## config.mk

```make
export PLATFORM = sky130hd
export DESIGN_NAME = dma_r_burst_ctrl
export DESIGN_NICKNAME = d
export VERILOG_FILES = /design/src/rtl/dma_r_burst_ctrl.sv
export SDC_FILE = /design/constraint.sdc
export NUM_CORES = 1
export LEC_CHECK = 0
export CELL_PAD_IN_SITES_DETAIL_PLACEMENT = 1
export CELL_PAD_IN_SITES_GLOBAL_PLACEMENT = 1
export CORE_ASPECT_RATIO = 2
export CORE_MARGIN = 4
export CORE_UTILIZATION = 41
export CTS_CLUSTER_DIAMETER = 100
export DETAILED_ROUTE_END_ITERATION = 10
export GPL_TIMING_DRIVEN = 0
export PLACE_DENSITY_LB_ADDON = 0.1
export SLEW_MARGIN = 25
export SYNTH_ARGS = -nofsm -noshare
export SYNTH_HDL_FRONTEND = slang
export SYNTH_SLANG_ARGS = --single-unit
```

## constraint.sdc

```tcl
create_clock -name clk -period 12.3 [get_ports clk]
set_input_delay 2.46 -clock clk [delete_from_list [all_inputs] [get_ports clk]]
set_output_delay 2.46 -clock clk [all_outputs]
set_load 0.02 [all_outputs]
```

## src/rtl/dma_r_burst_ctrl.sv

```systemverilog
// Read-side DMA sequencer: splits one (address, word count) command into AXI INCR
// bursts that never cross a 4 KB page and streams the returned words downstream.
module dma_r_burst_ctrl #(
  parameter int ADDR_W     = 32,
  parameter int DMA_DATA_W = 32,
  parameter int LEN_W      = 8,
  parameter int CNT_W      = 16,
  parameter int MAX_BURST  = 256
) (
  input  logic                  clk,
  input  logic                  rst_n,
  input  logic                  start,
  input  logic [ADDR_W-1:0]     base_addr,
  input  logic [CNT_W-1:0]      word_cnt,
  output logic                  busy,
  output logic                  done,
  output logic                  error,
  output logic                  eng_valid,
  output logic [ADDR_W-1:0]     eng_addr,
  output logic [LEN_W-1:0]      eng_dma_len,
  input  logic                  eng_ready,
  input  logic [DMA_DATA_W-1:0] eng_rdata,
  input  logic                  eng_dma_ready,
  input  logic                  eng_error,
  output logic [DMA_DATA_W-1:0] out_data,
  output logic                  out_valid,
  input  logic                  out_ready,
  output logic [1:0]            dbg_state
);

  localparam int B      = DMA_DATA_W / 8;
  localparam int OFF_W  = $clog2(B);
  localparam int BEAT_W = LEN_W + 1;
  localparam int CW     = (CNT_W > 13) ? CNT_W : 13;

  typedef enum logic [1:0] {IDLE, WAIT_ENG, BURST, CHECK} state_t;

  state_t              state, state_d;
  logic [ADDR_W-1:0]   addr;
  logic [CNT_W-1:0]    remaining;
  logic [BEAT_W-1:0]   beats, beat_cnt, beats_next;
  logic [CW-1:0]       rem_w, bnd_w, cap_w, min_w;
  logic                accept, load_burst, finish, beat_hs, last_beat;

  // Burst size: smallest of words left, the burst cap and beats left in this 4 KB page.
  always_comb begin
    rem_w = CW'(remaining);
    bnd_w = CW'((13'd4096 - {1'b0, addr[11:0]}) >> OFF_W);
    cap_w = CW'(MAX_BURST);
    min_w = rem_w;
    if (cap_w < min_w) min_w = cap_w;
    if (bnd_w < min_w) min_w = bnd_w;
    beats_next = BEAT_W'(min_w);
  end

  // Handshake: a word moves only when the engine has data (eng_ready) and the
  // downstream can take it (out_ready); eng_valid is out_ready gated by BURST.
  assign eng_valid = (state == BURST) && out_ready;
  assign out_valid = (state == BURST) && eng_ready;
  assign out_data  = eng_rdata;
  assign busy      = (state != IDLE);
  assign dbg_state = state;
  assign beat_hs   = eng_valid && eng_ready;
  assign last_beat = beat_hs && (beat_cnt == beats - BEAT_W'(1));

  always_ff @(posedge clk or negedge rst_n) begin
    if (!rst_n) state <= IDLE;
    else        state <= state_d;
  end

  always_comb begin
    state_d    = state;
    accept     = 1'b0;
    load_burst = 1'b0;
    finish     = 1'b0;
    case (state)
      IDLE: begin
        if (start) begin
          accept = 1'b1;
          if (word_cnt != '0) state_d = WAIT_ENG;
          else                finish  = 1'b1;
        end
      end
      WAIT_ENG: begin
        if (eng_dma_ready) begin
          load_burst = 1'b1;
          state_d    = BURST;
        end
      end
      BURST: begin
        if (last_beat) state_d = CHECK;
      end
      CHECK: begin
        if (remaining == '0) begin
          finish  = 1'b1;
          state_d = IDLE;
        end else begin
          state_d = WAIT_ENG;
        end
      end
      default: state_d = IDLE;
    endcase
  end

  always_ff @(posedge clk or negedge rst_n) begin
    if (!rst_n) begin
      addr        <= '0;
      remaining   <= '0;
      beats       <= '0;
      beat_cnt    <= '0;
      eng_addr    <= '0;
      eng_dma_len <= '0;
      done        <= 1'b0;
      error       <= 1'b0;
    end else begin
      done <= finish;
      if (accept) begin
        addr      <= base_addr & ~ADDR_W'(B - 1);
        remaining <= word_cnt;
        error     <= 1'b0;
      end
      if (load_burst) begin
        eng_addr    <= addr;
        eng_dma_len <= LEN_W'(beats_next - BEAT_W'(1));
        beats       <= beats_next;
        beat_cnt    <= '0;
      end
      if (beat_hs) begin
        if (last_beat) begin
          addr      <= addr + (ADDR_W'(beats) << OFF_W);
          remaining <= remaining - CNT_W'(beats);
        end else begin
          beat_cnt <= beat_cnt + BEAT_W'(1);
        end
      end
      // The engine's rlast-mismatch flag is settled by the cycle after the last beat.
      if (state == CHECK && eng_error) error <= 1'b1;
    end
  end

endmodule

```

==> reports/summary.log <==
[clocking] clock-pin slew on the worst setup and hold paths 80 ps
[timing] number of pins with negative max-slew slack in the final report 0
[route] post-DR wirelength/cell 22.5 microns
[logic_synthesis] sequential fraction of the synthesis area 36.7%
[route] antenna violation net count after detailed routing 0
[timing] total count of hold-check failures in the final report 0
[logic_synthesis] total of flip-flops plus latches after synthesis 110
[timing] post-route fraction of the period consumed by the critical path 50.1%
[min_path] WHS Path Cells 2
[route] via density per instance 5.76
[power_and_ir_drop] power per cell area 267 nW/um^2
[place] instance area at placement 9110 sq um
[clocking] number of setup buffers added after CTS 0
[timing] RSZ-0062 raised after global routing no
[timing] Relative slew margins 29.5%
[route] total number of vias 7163
[clocking] number of clock sinks 110
[timing] Final setup viols 0
[setup_path] startpoint of the worst register-to-register path rem_w[9]
[setup_path] crit-path cells clkdlybuf4s50_1 -> and2_1 -> clkdlybuf4s50_1
[logic_synthesis] count of cell types in the netlist 70
[power_and_ir_drop] IR Drop Worst-Case VDD 0.000124 V
[global_routing] GRT Util Overall 27.2%
[logic_synthesis] Area contributors post-synth sky130_fd_sc_hd__dfrtp_1 37%, sky130_fd_sc_hd__nand2_1 7.0%, sky130_fd_sc_hd__ha_1 5.8%
[clocking] Max clock buf depth 2
[route] DR iter-0 viols 276
[clocking] clock latency at the later pin of the worst-skew pair 360 ps
[setup_path] required time at the endpoint of the critical path 9840 ps
[timing] worst clock skew 12.7 ps
[place] Placer Congestion 0.904
[flow_run] maximum capacitance violations 0
[setup_path] critical path's largest stage delay 610 ps
[clocking] deepest level of the CTS H-tree 3
[min_path] worst hold path type reg2reg
[logic_synthesis] share of flip-flops with an asynchronous set or reset after synthesis 100%
[setup_path] library cell appearing most often on the critical path sky130_fd_sc_hd__clkdlybuf4s50_1
[logic_synthesis] cell area after synthesis 7500 sq um
[timing] Worst Tran Pin Value 1040 ps
[setup_path] top fanout value on the critical path 3
[setup_path] crit path launch type input port
[setup_path] master of the slowest instance on the critical path sky130_fd_sc_hd__clkdlybuf4s50_1
[setup_path] critical path startpoint out_ready
[timing] PnR worst setup slack 6140 ps
[clocking] CTS buffer count 9
[min_path] capture endpoint of the worst hold path eng_addr[5]
[place] worst setup timing slack at the placement stage 6140 ps
[floorplanning] area of the core 17900 sq um
[min_path] critical hold path startpoint eng_addr[5]
[setup_path] Critical R2R Capture eng_dma_len[4]
[floorplanning] area of the die 20600 sq um
[power_and_ir_drop] leak pwr 4.01 nW
[cells_and_area] net total in the final layout 1150
[global_routing] total congestion overflow 0
[clocking] CTS tree done
[logic_synthesis] mean post-synth cell area 8.50 sq um
[floorplanning] FP Rows 69
[route] DRT Wirelength 28000 microns
[route] DRC violations left 0
[logic_synthesis] number of flops mapped to enable cells by yosys 0
[logic_synthesis] top flip-flop cell by instance count after synthesis sky130_fd_sc_hd__dfrtp_1
[setup_path] worst-case reg-to-reg path depth 19
[global_routing] via count of the first global-routing pass 7841
[setup_path] worst setup path category in2out
[setup_path] Top Family by Delay on Critical Path buffers and inverters
[timing] Max Freq 162 MHz
[clocking] clock tree root buffer cell sky130_fd_sc_hd__clkbuf_16
[cells_and_area] most used cells in the layout excluding fill and tap cells 139 x sky130_fd_sc_hd__nand2_1, 130 x sky130_fd_sc_hd__clkdlybuf4s50_1, 110 x sky130_fd_sc_hd__dfrtp_1
[logic_synthesis] synth warn 0
[clocking] quantity of hold-fixing buffers added after cts 0
[setup_path] arrival time at the worst endpoint 3700 ps
[timing] setup_tns 0 ps
[floorplanning] die width 104 microns
[clocking] number of gates resized after CTS 0
[global_routing] number of antenna violations at the first check in global routing 0
[cells_and_area] footprint of the flip-flops and latches 2750 sq um
[global_routing] first-pass GRT wire length 43500 microns
[place] HPWL Detailed 22500 microns
[status] result of the run completed
[cells_and_area] area growth from synthesis to layout 25.2%
[cells_and_area] number of fill cells in the layout 2187
[logic_synthesis] Mapped Cells 882
[global_routing] pin count of the biggest net entering global routing 72
[place] buffers added on ports 131
[setup_path] reg-to-reg setup timing slack 6670 ps
[logic_synthesis] most area-hungry cell type in the Yosys netlist sky130_fd_sc_hd__dfrtp_1
[cells_and_area] combined area of the multi-input logic cells 4160 sq um
[logic_synthesis] area fraction of the dominant cell type after synthesis 36.7%
[floorplanning] height of the die 199 microns
[route] detailed-router iteration count before antenna repair 4
[cells_and_area] most frequent standard cell in the layout excluding fill and tap cells sky130_fd_sc_hd__nand2_1
[setup_path] kind of capture point of the worst setup path primary output
[setup_path] count of buffer and inverter cells on the critical path 2
[cells_and_area] post-route cell area 9390 sq um
[floorplanning] effective utilization at floorplan 42.0%
[cells_and_area] fraction of final layout cells with drive strength greater than 1 8.54%
[cells_and_area] antenna cell count 0
[timing] min Tclk post-route 6160 ps
[floorplanning] Boundary Pins 166
==> power breakdown <==
group	internal (W)	leakage (nW)	total (W)	switching [W]
sequential	0.000520	1.33	0.000722	0.000202
combinational	0.000609	2.55	0.00149	0.000883
clock	0.000144	0.132	0.000290	0.000147
==> layer usage <==
metal | global-route usage (%) | part of all wire, % | vias to the layer above
met1 | 25.4 | 33 | 3550
met3 | 3.07 | 2.4 | 84
met5 | 0 | 0 | -
met2 | 55.2 | 58 | 170
met4 | 17.0 | 6.8 | 0
li1 | - | - | 3359
==> per-stage QoR <==
step / hold slack, ps / total power (W) / utilization (%) / instances
after floorplan: 454 / 0.00164 / - / 883
after global placement: 458 / 0.00217 / 50.8 / 1227
after detailed placement: 462 / 0.00221 / 51.0 / 1228
after CTS: 481 / 0.00251 / 52.5 / 1243
after global routing: 513 / 0.00269 / 52.5 / 1243
final: 477 / 0.00250 / 52.5 / 1243
==> synth_stat cells (all sizes together) (21+ instances only) <==
master	instances
nand3	32
dfrtp	110
buf	49
xnor2	23
nor2	65
o21ai	64
a21oi	39
inv	38
ha	35
clkbuf	27
nor3	23
mux2i	21
nand2	139
==> worst max path at each step <==
stage | end | slack, ps | cells past startpoint
2_1_floorplan | out_valid | 7150 | 1
3_3_place_gp | eng_dma_len[5] | 4160 | 1
3_5_place_dp | eng_valid | 6140 | 3
4_1_cts | eng_valid | 6140 | 3
5_1_grt | eng_valid | 6100 | 3
6_report | eng_valid | 6140 | 3
==> flip-flops by register name, indices dropped and copies added, names as in the netlist <==
name and cells:
beat_cnt 9, eng_dma_len 8, dbg_state 2, addr 32, eng_addr 32, beats 9
rem_w 16, done 1, error 1
==> cell families after synthesis <==
kind of cell | count (synthesis) | synth area share [%]
AO/OA/AOI/OAI | 203 | 18.6
buffers and inverters | 114 | 7.81
adder cells (fa/ha/maj) | 37 | 6.38
XOR/XNOR | 37 | 4.32
flip-flops | 110 | 36.7
other | 1 | 0.0500
AND/OR/NAND/NOR | 356 | 22.8
multiplexers | 24 | 3.25
==> cell type report <==
cell class | instances | area share (%)
timing repair buffer | 132 | 14.3
tap | 213 | 2.84
multi-input combinational | 659 | 44.3
buffer | 76 | 4.72
inverter | 38 | 1.52
clock buffer | 11 | 2.59
clock inverter | 4 | 0.360
sequential | 110 | 29.3
==> worst min-delay path: cells and delay by family (launching register included) <==
family | cells | cell delay (ps)
and+or+nand+nor | 2 | 100
DFF | 1 | 340
Power figures use the tool's default switching activity.
